<file path="config.mk">
export PLATFORM = sky130hd
export DESIGN_NAME = vga_timing_gen
export DESIGN_NICKNAME = d
export VERILOG_FILES = /design/src/rtl/vga_timing_gen.sv
export SDC_FILE = /design/constraint.sdc
export NUM_CORES = 1
export LEC_CHECK = 0
export CAP_MARGIN = 20
export CORE_ASPECT_RATIO = 1.25
export CORE_MARGIN = 3
export CORE_UTILIZATION = 50
export CTS_BUF_LIST = sky130_fd_sc_hd__clkbuf_16
export DETAILED_ROUTE_END_ITERATION = 12
export PLACE_DENSITY = 0.76
export SLEW_MARGIN = 20
export SYNTH_ARGS = -nofsm -noshare
export SYNTH_HDL_FRONTEND = slang
export SYNTH_SLANG_ARGS = --single-unit
</file>
<file path="constraint.sdc">
create_clock -name clk -period 3.79 [get_ports clk]
set_input_delay 0.379 -clock clk [delete_from_list [all_inputs] [get_ports clk]]
set_output_delay 0.379 -clock clk [all_outputs]
set_load 0.03 [all_outputs]
</file>
<file path="src/rtl/vga_timing_gen.sv">
// Parametrised VGA timing generator: pixel-tick divider, freeze enable, programmable
// sync polarity, line/frame strobes; every output registered and aligned with x/y.
module vga_timing_gen #(
    parameter int H_ACTIVE = 640,
    parameter int H_FP     = 16,
    parameter int H_SYNC   = 96,
    parameter int H_BP     = 48,
    parameter int V_ACTIVE = 480,
    parameter int V_FP     = 10,
    parameter int V_SYNC   = 2,
    parameter int V_BP     = 33,
    parameter int H_POL    = 0,
    parameter int V_POL    = 0,
    parameter int CLK_DIV  = 1,
    parameter int COUNT_W  = 10
) (
    input  logic               clk,
    input  logic               reset_n,
    input  logic               en,
    output logic               pix_tick,
    output logic               hsync,
    output logic               vsync,
    output logic               video_on,
    output logic               line_start,
    output logic               frame_start,
    output logic [COUNT_W-1:0] x,
    output logic [COUNT_W-1:0] y
);
    localparam int H_TOTAL = H_ACTIVE + H_FP + H_SYNC + H_BP;
    localparam int V_TOTAL = V_ACTIVE + V_FP + V_SYNC + V_BP;
    localparam int DIV_W   = (CLK_DIV > 1) ? $clog2(CLK_DIV) : 1;
    localparam int CW1     = COUNT_W + 1;

    localparam logic [COUNT_W-1:0] X_LAST = COUNT_W'(H_TOTAL - 1);
    localparam logic [COUNT_W-1:0] Y_LAST = COUNT_W'(V_TOTAL - 1);
    localparam logic [DIV_W-1:0]   DIV_LAST = DIV_W'(CLK_DIV - 1);

    // Decode bounds carry one extra bit so a boundary equal to 2^COUNT_W cannot alias to 0.
    localparam logic [CW1-1:0] X_VIS    = CW1'(H_ACTIVE);
    localparam logic [CW1-1:0] Y_VIS    = CW1'(V_ACTIVE);
    localparam logic [CW1-1:0] HS_BEGIN = CW1'(H_ACTIVE + H_FP);
    localparam logic [CW1-1:0] HS_END   = CW1'(H_ACTIVE + H_FP + H_SYNC);
    localparam logic [CW1-1:0] VS_BEGIN = CW1'(V_ACTIVE + V_FP);
    localparam logic [CW1-1:0] VS_END   = CW1'(V_ACTIVE + V_FP + V_SYNC);

    localparam logic HS_ON = (H_POL != 0);
    localparam logic VS_ON = (V_POL != 0);

    logic [DIV_W-1:0]   div_cnt;
    logic               tick;
    logic [COUNT_W-1:0] x_nxt;
    logic [COUNT_W-1:0] y_nxt;
    logic [CW1-1:0]     xw;
    logic [CW1-1:0]     yw;

    always_comb begin
        tick  = en && (div_cnt == DIV_LAST);
        x_nxt = (x == X_LAST) ? '0 : x + 1'b1;
        y_nxt = y;
        if (x == X_LAST) begin
            y_nxt = (y == Y_LAST) ? '0 : y + 1'b1;
        end
        xw = {1'b0, x_nxt};
        yw = {1'b0, y_nxt};
    end

    // Outputs are decoded from the next position so they land together with x/y.
    always_ff @(posedge clk or negedge reset_n) begin
        if (!reset_n) begin
            div_cnt     <= '0;
            x           <= X_LAST;
            y           <= Y_LAST;
            pix_tick    <= 1'b0;
            hsync       <= ~HS_ON;
            vsync       <= ~VS_ON;
            video_on    <= 1'b0;
            line_start  <= 1'b0;
            frame_start <= 1'b0;
        end else begin
            pix_tick <= tick;
            if (en) begin
                div_cnt <= tick ? '0 : div_cnt + 1'b1;
            end
            if (tick) begin
                x           <= x_nxt;
                y           <= y_nxt;
                hsync       <= ((xw >= HS_BEGIN) && (xw < HS_END)) ? HS_ON : ~HS_ON;
                vsync       <= ((yw >= VS_BEGIN) && (yw < VS_END)) ? VS_ON : ~VS_ON;
                video_on    <= (xw < X_VIS) && (yw < Y_VIS);
                line_start  <= (x_nxt == '0);
                frame_start <= (x_nxt == '0) && (y_nxt == '0);
            end
        end
    end

endmodule

</file>
==> impl_metrics.yaml, run 1 <==
status:
  outcome: "complete, no violations"
setup_path:
  cp-startpoint: "x[0]"
  crit_slowest_cell: "or3_1"
  crit_buf_inv: 1
  crit_family: "simple AND/OR/NAND/NOR gates"
  crit_type: "reg2reg"
  rrSetupSlack_ns: 0.82
  crit_fanout: 19
  end_kind: "register"
  path_cells: "ha_1 -> nand4_1 -> buf_4 -> or3_1 -> or4_4 -> nand3_2 -> nor2_1 -> a32o_1"
  required_ns: 3.94
  worstPathArrival_ns: 3.11
  max_stage_delay_ns: 0.63
  start_kind: "register"
  worstReg2RegStart: "x[0]"
synthesis:
  syn_inst: 227
  syn_nets: 233
  synth_area_um2: 1830
  ys.flop_type: "dfrtp_1"
  synth_edf_count: 0
  synthDistinctLibCells: 45
  async_reset_ff_frac: 1.00
  yosys.area.top_type: "dfrtp_1"
  yosys_warnings: 0
  yosysTopAreaCellShare: 0.205
  yosysSeqAreaShare: 0.378
  syn_area_per_cell_um2: 8.06
  yosys-top-cells-area: "dfrtp_1 (21%), dfstp_2 (17%), nand2_1 (6.8%)"
  synth-seq-cells: 27
global_route:
  antenna_found_initial: 0
  grt_remaining_overflow: 0
  grt_max_degree: 24
  grt_pass1_wl_mm: 7.51
  globalRouteTotalUtil: 0.218
  first_global_vias: 1722
layout:
  final_util: 0.645
  multi_input_area_um2: 1020
  drive_above_1_share: 0.102
  fin_nets: 251
  final_common_cell: "nand2_1"
  final_cell_mix: "nand2_1 (33), clkdlybuf4s50_1 (27), nor2_1 (19)"
  fillCellCount: 300
  stdcell_count: 281
  register_area_um2: 691
  diodes: 0
  syn_to_final_growth_pct: 18.7
placed_design:
  place_inst: 277
  gp_congestion: 0.929
  place_ws_ns: 0.857
  dp_hpwl_mm: 3.04
  io_buffer_count: 28
pwr:
  peakVddDrop_mv: 0.375
  p_leak_nw: 0.839
  powerDensity_nw_per_um2: 452
  swShare: 0.362
  p_int_mw: 0.627
  clkPwrFrac: 0.240
  switchingPower_mw: 0.356
  seqPwrFrac: 0.439
  comb_power_share: 0.321
floorplan:
  fp-row-count: 23
  die_h_um: 73.6
  fp.dieW_um: 60.1
  core-area_um2: 3370
  initial_core_util: 0.543
  dieArea_um2: 4420
  boundaryPins: 29
sta:
  drv_slew: 0
  post-route-min-period_ns: 2.97
  setup_ws_ns: 0.824
  fmax_ghz: 0.337
  finalHoldViolCount: 0
  post-route-period-util: 0.783
  whs_ns: 0.0832
  slew_headroom: 0.514
  clock_skew_ns: 0.00179
  tightestPinTransition_ns: 0.729
  setup-tns-final_ns: 0
  rsz0062_at_grt: "false"
  finalSetupViolCount: 0
clock_network:
  root_buffer: "clkbuf_16"
  post_cts_hold_buffer_count: 0
  cts_tree: "yes"
  numCtsBuffers: 3
  cts_htree_levels: 1
  post_cts_buffers: 0
  insertion_delay_ns: 0.26
  clkTransAtPathRegs_ns: 0.06
  cts_repair_resize_count: 0
  clkSinkCount: 27
  clockBufferDepth: 2
drt:
  viasPerCell: 6.05
  routed_wl_mm: 4.23
  routed-via-count: 1699
  drt_iter0_markers: 97
  drt-wirelength-per-cell_um: 15.0
  dr.pass1.iters: 4
  antenna_left: 0
  drc: 0
worst_hold_path:
  min_path_type: "in2async"
run:
  maxCapViolations: 0
[synth_stat cells (2+ instances only)]
| cell type | n |
|---|---|
| nand2_1 | 33 |
| nand2b_1 | 4 |
| nand3_1 | 9 |
| xor2_1 | 6 |
| nor3_1 | 12 |
| clkbuf_1 | 15 |
| o31ai_1 | 4 |
| o31a_1 | 2 |
| or2_2 | 2 |
| a21oi_1 | 12 |
| nor2b_1 | 3 |
| o211ai_1 | 2 |
| a32o_1 | 2 |
| nor4_1 | 5 |
| dfrtp_1 | 15 |
| buf_6 | 2 |
| or3_1 | 3 |
| o21ai_0 | 10 |
| nand4_1 | 8 |
| mux2i_1 | 2 |
| a31oi_1 | 6 |
| ha_1 | 3 |
| xnor2_1 | 8 |
| inv_1 | 9 |
| dfstp_2 | 12 |
| nor2_1 | 19 |
[flip-flops by register name (all words and copies together), names as in the netlist]
signal and count:
div_cnt 1, frame_start 1, hsync 1, line_start 1, pix_tick 1, video_on 1
vsync 1, x 10, y 10
[path summary, 6_finish.rpt]
path,endpoint,cells after the start
hold / removal,div_cnt,1
max in group asynchronous,hsync,2
setup / recovery,video_on,8
setup reg to reg,video_on,8
hold reg to reg,line_start,2
min in group clk,line_start,2
[routing by layer]
| metal | wire, µm | track usage | vias to the layer above |
|---|---|---|---|
| li1 | - | - | 838 |
| met1 | 1900 | 0.286 | 802 |
| met2 | 2040 | 0.346 | 51 |
| met3 | 196 | 0.0316 | 8 |
| met4 | 86 | 0.106 | 0 |
| met5 | 0 | 0 | - |
[worst reg2reg max path, stage by stage (launching register included)]
cell     delay, ns
dfstp_2       0.56
ha_1          0.31
nand4_1       0.13
buf_4         0.19
or3_1         0.63
or4_4         0.60
nand3_2       0.11
nor2_1        0.06
a32o_1        0.27
[stage by stage]
step	instance area (µm²)	total power, mW
2_1_floorplan	1830	0.642
3_3_place_gp	2100	0.749
3_5_place_dp	2100	0.753
4_1_cts	2180	0.991
5_1_grt	2170	1.04
6_report	2170	0.982
[cells by family (layout without fill, tap and decap cells)]
| kind of cell | after synthesis | in the layout | synth area share |
|---|---|---|---|
| simple gates | 107 | 107 | 0.291 |
| xor+xnor | 14 | 14 | 0.0670 |
| fa+ha+maj | 3 | 3 | 0.0205 |
| mux | 2 | 2 | 0.0109 |
| compound gates | 46 | 46 | 0.166 |
| buf+inv | 28 | 45 | 0.0663 |
| flops | 27 | 27 | 0.378 |
[area by class of cell]
cell class | instances | share of cell area
Inverter | 9 | 0.0156
Clock inverter | 1 | 0.00173
Tap cell | 37 | 0.0213
Clock buffer | 3 | 0.0346
Timing Repair Buffer | 32 | 0.141
Sequential cell | 27 | 0.318
Multi-Input combinational cell | 172 | 0.468
[power groups by stage]
stage / logic [mW] / registers, mW / clock network, mW
4_1_cts: 0.318 / 0.431 / 0.242
5_1_grt: 0.345 / 0.443 / 0.255
6_report: 0.315 / 0.431 / 0.236
3_5_place_dp: 0.318 / 0.436 / 0
3_3_place_gp: 0.316 / 0.434 / 0
2_1_floorplan: 0.182 / 0.460 / 0
No activity file was read; power rests on OpenSTA's default activity.
==> run 2, diff against run 1 <==
Settings changed: CORE_UTILIZATION 50 to 48.
Clock period 3.79 ns to 2.7 ns, I/O delays scaled along.
==> run 2 against run 1 <==
Against the previous run:
- hold slack better by 0.30 ns
- maximum frequency is 24% higher
- cell area grew 2.8%
- sequential share of layout area fell by 0.86 points
- largest cell class unchanged
==> impl_metrics.yaml, run 2 (synthesis results as in run 1) <==
clock_network:
  clkSinkCount: 27
  cts_repair_resize_count: 0
  numCtsBuffers: 3
  insertion_delay_ns: 0.26
  cts_tree: "yes"
  clkTransAtPathRegs_ns: 0.07
  post_cts_buffers: 0
  root_buffer: "clkbuf_16"
  clockBufferDepth: 2
  post_cts_hold_buffer_count: 0
  cts_htree_levels: 1
sta:
  fmax_ghz: 0.419
  slew_headroom: 0.698
  finalHoldViolCount: 0
  post-route-min-period_ns: 2.39
  clock_skew_ns: 0.00655
  post-route-period-util: 0.885
  rsz0062_at_grt: "false"
  setup-tns-final_ns: 0
  drv_slew: 0
  tightestPinTransition_ns: 0.447
  finalSetupViolCount: 0
setup_path:
  end_kind: "register"
  crit_fanout: 11
  path_cells: "ha_1 -> nand4_1 -> buf_4 -> nor4_1 -> xnor2_1 -> nor4_1 -> nor2_1 -> a32o_1"
  crit_slowest_cell: "dfstp_2"
  required_ns: 2.85
  worstPathArrival_ns: 2.54
  crit_family: "simple AND/OR/NAND/NOR gates"
  crit_type: "reg2reg"
  crit_buf_inv: 1
  start_kind: "register"
  max_stage_delay_ns: 0.56
  crit_top_cell: "nor4_1"
drt:
  dr.pass1.iters: 4
  viasPerCell: 6.03
  routed-via-count: 1750
  drt-wirelength-per-cell_um: 15.9
  routed_wl_mm: 4.61
  drc: 0
  drt_iter0_markers: 113
  antenna_left: 0
layout:
  top_regs: "x x10, y x10"
  fin_nets: 258
  final_util: 0.625
  diodes: 0
  stdcell_count: 290
  fillCellCount: 328
  final_cell_mix: "nand2_1 (33), clkdlybuf4s50_1 (28), nor2_1 (19)"
  syn_to_final_growth_pct: 22.0
  drive_above_1_share: 0.124
  final_common_cell: "nand2_1"
floorplan:
  fp-row-count: 24
  dieArea_um2: 4590
  initial_core_util: 0.512
  core-area_um2: 3570
  fp.dieW_um: 61.2
  boundaryPins: 29
  die_h_um: 75.0
global_route:
  first_global_vias: 1708
  grt_pass1_wl_mm: 7.98
  grt_remaining_overflow: 0
  antenna_found_initial: 0
  globalRouteTotalUtil: 0.226
  grt_max_degree: 28
placed_design:
  gp_congestion: 0.962
  place_inst: 286
  io_buffer_count: 28
  dp_hpwl_mm: 3.27
pwr:
  peakVddDrop_mv: 0.240
  powerDensity_nw_per_um2: 631
  p_leak_nw: 0.872
status:
  outcome: "complete, no violations"
worst_hold_path:
  min_path_type: "in2async"
run:
  maxCapViolations: 0
run 2: cell types whose count changed in the layout (fill, tap and decap cells not counted):
cell / delta
buf_4: +7
buf_2: -1
clkdlybuf4s50_1: +1
run 2: layout make-up:
type	instances	area (µm²)	share of cell area
clock buffers	3	75.1	0.0336
well taps	39	48.8	0.0219
flip-flops and latches	27	691	0.309
inverters	9	33.8	0.0151
clock inverters	1	3.75	0.00168
multi-input cells	172	1020	0.456
repair buffers	39	363	0.163
run 2: stage by stage:
step                hold slack [ns]  setup slack [ns]  cell area, µm²  power (mW)
detailed placement            0.483             0.318            2150        1.08
floorplan                   -0.0256            0.0619            1830       0.902
CTS                           0.392             0.266            2230        1.42
global placement              0.471             0.361            2150        1.07
global route                  0.413            0.0720            2230        1.50
finish                        0.382             0.311            2230        1.41
run 2: power breakdown:
part	switching (mW)	leakage, nW	internal, mW	total, mW
logic	0.287	0.506	0.213	0.500
registers	0.0900	0.323	0.488	0.578
clock network	0.133	0.0423	0.198	0.331
run 2: metal layers:
metal / global-route usage / wire [µm] / vias to the layer above
li1: - / - / 849
met1: 0.292 / 1950 / 831
met2: 0.379 / 2370 / 64
met3: 0.0274 / 239 / 6
met4: 0.0867 / 57 / 0
met5: 0 / 0 / -
run 2: worst paths after layout:
check                      slack, ns        from         end  cells after the start
max                             0.31        x[0]    video_on                      8
min                             0.38     reset_n        y[6]                      2
max reg2reg                     0.31        x[0]    video_on                      8
min reg2reg                     0.49  line_start  line_start                      2
max in group asynchronous       2.02     reset_n        x[1]                      2
min in group clk                0.49  line_start  line_start                      2
